===== src/rtl/fetch_stage.sv =====
// Instruction-fetch stage with IF/ID pipeline register for the 5-stage MIPS32 core.
// Owns the PC, runs the req/ack fetch handshake and applies stalls and branch redirects.
module fetch_stage (
  input  logic        clock,
  input  logic        reset,
  input  logic        PCWrite,
  input  logic        IFID_Write,
  input  logic        branch_taken,
  input  logic [31:0] branch_target,
  output logic        imem_req,
  output logic [31:0] imem_addr,
  input  logic        imem_ack,
  input  logic [31:0] imem_rdata,
  output logic [31:0] IFID_Instr,
  output logic [31:0] IFID_PCplus4,
  output logic        IFID_Valid
);

  localparam int unsigned DataW = 32;
  localparam logic [DataW-1:0] ResetPc  = 32'h0000_0000;
  localparam logic [DataW-1:0] NopInstr = 32'h0000_0000;

  typedef enum logic [1:0] {
    FETCH = 2'd0,
    HOLD  = 2'd1,
    DRAIN = 2'd2
  } state_t;

  state_t           stateQ, stateD;
  logic [DataW-1:0] pcQ, pcD;
  logic [DataW-1:0] holdInstrQ, holdInstrD;
  logic [DataW-1:0] redirectPcQ, redirectPcD;
  logic [DataW-1:0] instrQ, instrD;
  logic [DataW-1:0] pcPlus4Q, pcPlus4D;
  logic             validQ, validD;

  logic             stall;
  logic [DataW-1:0] pcNext;
  logic [DataW-1:0] target;

  assign stall  = !(PCWrite && IFID_Write);
  assign pcNext = pcQ + DataW'(4);
  assign target = branch_target & ~DataW'(3);

  // Request decodes from state only; HOLD is the only state without a pending fetch.
  assign imem_req  = !reset && (stateQ != HOLD);
  assign imem_addr = pcQ;

  assign IFID_Instr   = instrQ;
  assign IFID_PCplus4 = pcPlus4Q;
  assign IFID_Valid   = validQ;

  // Next-state and next-register logic; a branch redirect always beats a stall.
  always_comb begin
    stateD      = stateQ;
    pcD         = pcQ;
    holdInstrD  = holdInstrQ;
    redirectPcD = redirectPcQ;
    instrD      = instrQ;
    pcPlus4D    = pcPlus4Q;
    validD      = validQ;

    unique case (stateQ)
      FETCH: begin
        if (imem_ack) begin
          if (branch_taken) begin
            pcD      = target;
            instrD   = NopInstr;
            pcPlus4D = '0;
            validD   = 1'b0;
          end else if (!stall) begin
            instrD   = imem_rdata;
            pcPlus4D = pcNext;
            validD   = 1'b1;
            pcD      = pcNext;
          end else begin
            holdInstrD = imem_rdata;
            stateD     = HOLD;
          end
        end else if (branch_taken) begin
          redirectPcD = target;
          instrD      = NopInstr;
          pcPlus4D    = '0;
          validD      = 1'b0;
          stateD      = DRAIN;
        end else if (IFID_Write) begin
          instrD   = NopInstr;
          pcPlus4D = '0;
          validD   = 1'b0;
        end
      end

      HOLD: begin
        if (branch_taken) begin
          pcD        = target;
          holdInstrD = '0;
          instrD     = NopInstr;
          pcPlus4D   = '0;
          validD     = 1'b0;
          stateD     = FETCH;
        end else if (!stall) begin
          instrD   = holdInstrQ;
          pcPlus4D = pcNext;
          validD   = 1'b1;
          pcD      = pcNext;
          stateD   = FETCH;
        end
      end

      DRAIN: begin
        // Keep the stale request up until memory acks it, then jump to the latest target.
        if (branch_taken) begin
          redirectPcD = target;
        end
        if (branch_taken || IFID_Write) begin
          instrD   = NopInstr;
          pcPlus4D = '0;
          validD   = 1'b0;
        end
        if (imem_ack) begin
          pcD    = branch_taken ? target : redirectPcQ;
          stateD = FETCH;
        end
      end

      default: stateD = FETCH;
    endcase
  end

  always_ff @(posedge clock) begin
    if (reset) begin
      stateQ      <= FETCH;
      pcQ         <= ResetPc;
      holdInstrQ  <= '0;
      redirectPcQ <= '0;
      instrQ      <= NopInstr;
      pcPlus4Q    <= '0;
      validQ      <= 1'b0;
    end else begin
      stateQ      <= stateD;
      pcQ         <= pcD;
      holdInstrQ  <= holdInstrD;
      redirectPcQ <= redirectPcD;
      instrQ      <= instrD;
      pcPlus4Q    <= pcPlus4D;
      validQ      <= validD;
    end
  end

endmodule


===== config.mk =====
export PLATFORM = sky130hd
export DESIGN_NAME = fetch_stage
export DESIGN_NICKNAME = d
export VERILOG_FILES = /design/src/rtl/fetch_stage.sv
export SDC_FILE = /design/constraint.sdc
export NUM_CORES = 1
export LEC_CHECK = 0
export CAP_MARGIN = 20
export CORE_MARGIN = 10
export CORE_UTILIZATION = 26
export CTS_BUF_LIST = sky130_fd_sc_hd__clkbuf_8
export CTS_CLUSTER_DIAMETER = 60
export DETAILED_ROUTE_END_ITERATION = 12
export PLACE_DENSITY_LB_ADDON = 0.3
export SLEW_MARGIN = 0
export SYNTH_ARGS = -nofsm -noshare
export SYNTH_HDL_FRONTEND = slang
export SYNTH_SLANG_ARGS = --single-unit

===== constraint.sdc =====
create_clock -name clock -period 3.1 [get_ports clock]
set_clock_uncertainty 0.2 [all_clocks]
set_input_delay 0.93 -clock clock [delete_from_list [all_inputs] [get_ports clock]]
set_output_delay 0.93 -clock clock [all_outputs]
set_load 0.01 [all_outputs]

== Word-level counts from Yosys, hierarchy flattened ==
Cells that the tools add are included.

* Add/sub/neg operators: 1
* Equality and inequality tests: 16
* Muxes and demuxes: 41
* Reductions and logical operators: 14

{| class="wikitable"
|+ Operators with widths
! kind !! count
|-
| $mux W32 || 21
|-
| $pmux W32 S3 || 3
|-
| $pmux W32 S2 || 2
|-
| $add A32 B3 Y32 const B || 1
|-
| $reduce_and A5 Y1 || 3
|-
| $mux W2 || 7
|-
| $ne A2 B2 Y1 const B || 7
|-
| $ne A3 B3 Y1 const B || 4
|-
| $ne A4 B4 Y1 const B || 2
|-
| $mux W1 || 6
|-
| $pmux W2 S3 || 1
|-
| $reduce_and A3 Y1 || 2
|-
| $reduce_bool A2 Y1 || 2
|-
| $pmux W1 S3 || 1
|-
| $reduce_bool A3 Y1 || 1
|-
| $eq A2 B1 Y1 const B || 1
|-
| $eq A2 B2 Y1 const B || 1
|-
| $logic_and A1 B1 Y1 || 2
|-
| $logic_not A2 Y1 || 1
|-
| $ne A2 B1 Y1 const B || 1
|-
| $reduce_and A2 Y1 || 1
|-
| $logic_not A1 Y1 || 1
|-
| $logic_or A1 B1 Y1 || 1
|}

* Register bits after elaboration: 163
* Input port bits: 70
* Logic and storage cells: 79

== Logic depth before layout (Yosys ltp) ==
Gate-level depths: netlist of the first run.

* Word-level depth: 5
* Gate-level depth with buffers: 10

== Worst setup path before layout of the first run ==
Ideal clock, no wire load.

* Kind: in2out
* From: input port reset
* To: output port imem_req
* Arrival: 1.861 ns
* Data required time: 1.970 ns
* Slack: 0.109 ns
* Stages on the path: 4
* Cell sequence: clkbuf_1 clkbuf_1 clkbuf_1 nor2_1

* Cells in the longest elaborated chain, start to end: 2

{| class="wikitable"
|+ RTL lines
! element !! line !! text
|-
| start, declared || 5 || <nowiki>input logic reset,</nowiki>
|-
| $logic_not A1 Y1 || 46 || <nowiki>assign imem_req = !reset && (stateQ != HOLD);</nowiki>
|-
| $logic_and A1 B1 Y1 || 46 ||
|-
| end, declared || 10 || <nowiki>output logic imem_req,</nowiki>
|}

No other way between the ends.

== Worst setup path after layout of the first run ==
* From: register stateQ[1]
* To: output port imem_req

* Cells in the longest elaborated chain, start to end: 2

{| class="wikitable"
|+ RTL lines
! element !! line !! text
|-
| start, declared || 29 || <nowiki>state_t stateQ, stateD;</nowiki>
|-
| start signal, assigned || 140 || <nowiki>stateQ <= stateD;</nowiki>
|-
| $ne A2 B1 Y1 || 46 ||
|-
| $logic_and A1 B1 Y1 || 46 ||
|}

No other way between the ends.

==> results of run 1 <==
==> area by class of cell <==
| class | instances | area share |
|---|---|---|
| well taps | 378 | 0.0474 |
| clock buffers | 17 | 0.0234 |
| multi-input cells | 622 | 0.376 |
| inverters | 13 | 0.00489 |
| flip-flops and latches | 163 | 0.327 |
| repair buffers | 201 | 0.202 |
| diodes | 2 | 0.000502 |
| clock inverters | 15 | 0.0187 |
==> cell families after synthesis <==
logic type               count (synthesis)
AND/OR/NAND/NOR                        312
AO/OA/AOI/OAI                          268
flip-flops                             163
buffers and inverters                   91
XOR/XNOR                                28
multiplexers                             9
adder cells (fa/ha/maj)                  5
==> power groups by stage <==
stage               clock, W  combinational (W)  sequential (W)
floorplan                  0           0.000479         0.00237
global placement           0           0.000967         0.00237
detailed placement         0           0.000972         0.00237
CTS                  0.00172           0.000977         0.00232
global route         0.00180            0.00106         0.00234
finish               0.00167           0.000973         0.00232
==> stage by stage <==
step	util	setup WS, ns	hold slack, ns	instances	power, W
2_1_floorplan	-	0.109	0.231	876	0.00285
3_3_place_gp	0.343	0.0848	0.237	1377	0.00333
3_5_place_dp	0.343	0.0736	0.242	1377	0.00334
4_1_cts	0.358	0.00479	0.256	1409	0.00502
5_1_grt	0.358	0.0570	0.274	1409	0.00521
6_report	0.358	0.131	0.255	1411	0.00497
==> per-layer routing <==
layer / up-vias / wire length, um / track usage
li1: 3482 / - / -
met1: 3320 / 12400 / 0.195
met2: 189 / 11600 / 0.216
met3: 38 / 1500 / 0.0338
met4: 2 / 717 / 0.0511
met5: - / 20 / 0
==> cell usage in the layout (no fill, tap or decap), types with 6 or more instances in the layout <==
| master | count |
|---|---|
| mux2i_1 | 9 |
| nor4_1 | 7 |
| inv_6 | 6 |
| nand2_1 | 121 |
| a22o_1 | 32 |
| nand4_1 | 7 |
| a221oi_1 | 24 |
| dfxtp_1 | 162 |
| buf_12 | 8 |
| and3_1 | 15 |
| nor3_1 | 41 |
| nand3_1 | 23 |
| nor2_1 | 66 |
| a21oi_1 | 75 |
| clkdlybuf4s50_1 | 163 |
| buf_4 | 29 |
| a22oi_1 | 12 |
| o211ai_1 | 9 |
| clkbuf_8 | 17 |
| inv_1 | 13 |
| o2bb2ai_1 | 22 |
| xnor2_1 | 24 |
| o21ai_0 | 40 |
| a32o_1 | 10 |
==> final timing paths <==
| check | cells past startpoint | endpoint | from |
|---|---|---|---|
| setup / recovery | 4 | imem_req | stateQ[1] |
| hold / removal | 2 | redirectPcQ[24] | redirectPcQ[24] |
| setup reg to reg | 5 | IFID_Instr[31] | stateQ[0] |
| hold reg to reg | 2 | redirectPcQ[24] | redirectPcQ[24] |
==> what timing repair did <==
| item | CTS | global route |
|---|---|---|
| buffers inserted | 0 | 0 |
| gates resized for setup | 0 | 1 |
| endpoints found under the hold margin | 0 | 0 |
| endpoints found under the setup margin | 0 | 1 |
==> worst max-delay path: cells and delay by family, from the launching register on <==
kind | cells | cell delay [ns]
buffers and inverters | 2 | 0.64
AND/OR/NAND/NOR | 1 | 0.12
flip-flops | 1 | 0.40
adder cells (fa/ha/maj) | 1 | 0.23
==> registers in the layout, indices dropped and copies added (netlist names) <==
name	flops
IFID_Instr	32
IFID_PCplus4	32
IFID_Valid	1
holdInstrQ	32
imem_addr	32
redirectPcQ	32
stateQ	2
==> out/qor.yml, run 1 <==
synth-simple-area-share: 0.198
p_clk_frac: 0.337
row_count: 61
ys_ff_latch: 163
hpwlAfterDp_um: 18600
power.density_nw_per_um2: 498
maxCapViolations: 0
power_switching_w: 0.00155
synth.avg_cell_area_sq_um: 8.38
drc: 0
htreeDepth: 4
cts_buffers: 17
critPathRequiredTime_ns: 1.97
worstSetupStartpointType: "flop"
grt_antenna_before_repair: 3
synth_top_area_frac: 0.444
nets: 1093
fp.dieH_um: 188
synth_seq_area_share: 0.444
worstPathArrival_ns: 1.84
status: "finished clean"
synth_cells: 876
synth_xor_area_frac: 0.0334
drtAntennaViolNets: 0
yosysUniqueCellTypes: 62
vias_per_cell: 4.98
seq_area_sq_um: 3260
finalSetupViolCount: 0
start_util: 0.264
final-max-slew-violation-count: 0
synthAdderAreaFrac: 0.00852
synth_most_common_cell: "dfxtp_1"
grt_pass1_wl_um: 40700
design_area_sq_um: 9980
dpl-instance-area_sq_um: 9550
drive_above_1_share: 0.0863
netlist_top_cells_count: "dfxtp_1 (163), nand2_1 (121), a21oi_1 (75)"
worst_slew_pin_slew_ns: 1.07
cts.sinks: 163
synth_ff_type: "dfxtp_1"
syn-cell-area_sq_um: 7340
vias: 7031
fin_crit_sh: 0.958
clkTransAtPathRegs_ns: 0.10
synth.area.mux_share: 0.0123
portBuffers: 165
grt_max_degree: 71
synth_top_family_by_area: "compound AO/OA/AOI/OAI gates"
wl_per_cell_um: 18.6
die_x_um: 188
p_leak_nw: 3.41
multi_input_area_sq_um: 3750
synth_compound_area_frac: 0.256
hold_viol_final: 0
cp_slowest_cell: "clkdlybuf4s50_1"
power_frac_seq: 0.467
finalSetupTns_ns: 0
ys_async_sr_fraction: 0
synth_warnings: 0
rsz0062_at_grt: "no"
max_freq_ghz: 0.337
grt_pass1_vias: 6710
synth_edf_count: 0
wirelength_um: 26200
gr-total-overflow: 0
min_period_ns: 2.97
grt.total_usage: 0.143
max_stage_delay_ns: 0.54
endpoint_kind: "output port"
gp_congestion: 0.824
ioPinCount: 168
core_sq_um: 27900
hp-class: "flop to flop"
root_buffer: "clkbuf_8"
vdd_drop_max_mv: 0.256
combPwrFrac: 0.196
yosysTopAreaCell: "dfxtp_1"
timing.slew.headroom: 0.289
crit_fanout: 7
clk_latency_ns: 0.46
synthTopCellsByArea: "dfxtp_1 (44%), nand2_1 (6.2%), a21oi_1 (5.1%)"
reg2reg_slack_ns: 0.38
fillers: 2836
critical_path_class: "flop to output port"
cts_tree: "yes"
drt-initial-drc-count: 568
syn2layout_area_growth_pct: 35.9
synth_nets: 951
cts_buffer_depth: 2
first_pass_iters: 5
die-area_sq_um: 35400
internal_power_w: 0.00342
p_sw_frac: 0.312
path_cells: "inv_1 > ha_1 > nor2_1 > clkdlybuf4s50_1"
cts_hold_buf: 0
Note: power is estimated with default switching activity, not from simulation.
==> run 2: changes to the inputs <==
--- a/config.mk
+++ b/config.mk
@@ -11,7 +11,7 @@
 export CTS_BUF_LIST = sky130_fd_sc_hd__clkbuf_8
 export CTS_CLUSTER_DIAMETER = 60
 export DETAILED_ROUTE_END_ITERATION = 12
-export PLACE_DENSITY_LB_ADDON = 0.3
+export PLACE_DENSITY = 0.51
 export SLEW_MARGIN = 0
 export SYNTH_ARGS = -nofsm -noshare
 export SYNTH_HDL_FRONTEND = slang
==> out/qor.yml, run 2 (same netlist as run 1, synthesis figures left out) <==
cp_top_family: "buffers and inverters"  # unchanged
worst_slew_pin_slew_ns: 1.02  # was 1.07 ns
dr_wl_met2_um: 11900  # was 11,600 um
drc: 0  # unchanged
final-max-slew-violation-count: 0  # unchanged
grt_pass1_vias: 6647  # was 6,710
wirelength_um: 26700  # was 26,200 um
root_buffer: "clkbuf_8"  # unchanged
fin_crit_sh: 0.899  # was 0.958
grt_antenna_before_repair: 5  # was 3
min_from: "redirectPcQ[29]"  # was redirectPcQ[24]
drive_above_1_share: 0.0986  # was 0.0863
clkTransAtPathRegs_ns: 0.08  # was 0.10 ns
clk_latency_ns: 0.48  # was 0.46 ns
nets: 1107  # was 1,093
p_leak_nw: 3.49  # was 3.41 nW
cts_hold_buf: 0  # unchanged
finalSetupViolCount: 0  # unchanged
gr-total-overflow: 0  # unchanged
max_stage_delay_ns: 0.63  # was 0.54 ns
wl_met1_um: 12500  # was 12,400 um
vdd_drop_max_mv: 0.229  # was 0.256 mV
power.density_nw_per_um2: 496  # was 498 nW/um^2
path_cells: "clkdlybuf4s50_1"  # was inv_1 > ha_1 > nor2_1 > clkdlybuf4s50_1
worstPathArrival_ns: 1.66  # was 1.84 ns
ioPinCount: 168  # unchanged
hold_viol_final: 0  # unchanged
endpoint_kind: "output port"  # unchanged
hp-class: "flop to flop"  # unchanged
grt_max_degree: 68  # was 71
status: "finished clean"  # unchanged
die_x_um: 188  # unchanged
cts_buffer_depth: 2  # unchanged
timing.slew.headroom: 0.317  # was 0.289
min_period_ns: 2.79  # was 2.97 ns
fp.dieH_um: 188  # unchanged
gp_congestion: 0.823  # was 0.824
rsz0062_at_grt: "no"  # unchanged
met3_length_um: 1940  # was 1500 um
worstSetupStartpointType: "flop"  # unchanged
crit_fanout: 9  # was 7
final_cell_mix: "dfxtp_1 (162), clkdlybuf4s50_1 (162), nand2_1 (121)"  # was clkdlybuf4s50_1 (163), dfxtp_1 (162), nand2_1 (121)
crit_path_start: "imem_addr[6]"  # was stateQ[1]
grt.total_usage: 0.146  # was 0.143
cp_slowest_cell: "clkdlybuf4s50_1"  # unchanged
max_freq_ghz: 0.359  # was 0.337 GHz
cts.sinks: 163  # unchanged
portBuffers: 165  # unchanged
core_sq_um: 27900  # unchanged
crit_buf_inv: 1  # was 2
hpwlAfterDp_um: 19100  # was 18,600 um
first_pass_iters: 5  # unchanged
finalSetupTns_ns: 0  # unchanged
vias: 7082  # was 7,031
start_util: 0.264  # unchanged
drt-initial-drc-count: 522  # was 568
vias_per_cell: 4.97  # was 4.98
die-area_sq_um: 35400  # unchanged
critical_path_class: "flop to output port"  # unchanged
syn2layout_area_growth_pct: 37.5  # was 35.9%
htreeDepth: 4  # unchanged
grt_pass1_wl_um: 41200  # was 40,700 um
total_power_w: 0.00501  # was 0.00497 W
drtAntennaViolNets: 0  # unchanged
top_layer: "met5"  # unchanged
wl_per_cell_um: 18.8  # was 18.6 um
cts_setup_buffers: 0  # unchanged
cts_tree: "yes"  # unchanged
maxCapViolations: 0  # unchanged
r2r_start: "imem_addr[3]"  # was stateQ[0]
cts_buffers: 17  # unchanged
critPathRequiredTime_ns: 1.97  # about the same
row_count: 61  # unchanged
run 2: changes by cell type in the layout (fill, tap and decap cells not counted), sizes merged, moves of 2 or more:
cell,before,now
clkinv,2,4
buf,38,52
inv,22,19
clkbuf,17,19
run 2: where the power goes:
group | leakage [nW] | switching (W) | total, W | internal [W]
clock | 0.213 | 0.000897 | 0.00168 | 0.000788
sequential | 1.33 | 0.000101 | 0.00231 | 0.00221
combinational | 1.95 | 0.000540 | 0.00101 | 0.000472
run 2: metal layers:
layer | track usage | vias to the layer above
met3 | 0.0449 | 27
met2 | 0.216 | 204
met1 | 0.201 | 3336
met4 | 0.0378 | 4
met5 | 0 | -
li1 | - | 3511
run 2: cell type report:
type	instances	area [sq um]
Tap cell	378	473
Sequential cell	163	3260
Antenna cell	2	5.00
Multi-Input combinational cell	622	3750
Clock inverter	13	165
Inverter	13	48.8
Clock buffer	19	262
Fill cell	2880	17800
Timing Repair Buffer	215	2120
run 2: timing repair:
item                                    CTS  global route
endpoints found under the setup margin    1             1
gates cloned                              0             0
hold endpoints to repair                  0             0
gates resized for setup                   1             1
run 2: metrics by stage:
step | cells | worst slack (ns) | cell area [sq um] | hold slack, ns | utilization
2_1_floorplan | 876 | 0.109 | 7340 | 0.231 | -
3_3_place_gp | 1391 | -0.0509 | 9660 | 0.237 | 0.347
3_5_place_dp | 1391 | -0.105 | 9660 | 0.242 | 0.347
4_1_cts | 1423 | 0.0718 | 10100 | 0.254 | 0.362
5_1_grt | 1423 | 0.241 | 10100 | 0.270 | 0.362
6_report | 1425 | 0.313 | 10100 | 0.252 | 0.362
run 2: worst paths after layout:
check,end,slack [ns],cells after the start
max,imem_addr[6],0.31,1
min,redirectPcQ[29],0.25,2
max reg2reg,imem_addr[22],0.36,6
min reg2reg,redirectPcQ[29],0.25,2
run 2: tightest hold or removal path, cell delays in order, from the launching register on:
cell and delay, ns:
dfxtp_1 0.31, nand2_1 0.05, a21oi_1 0.05
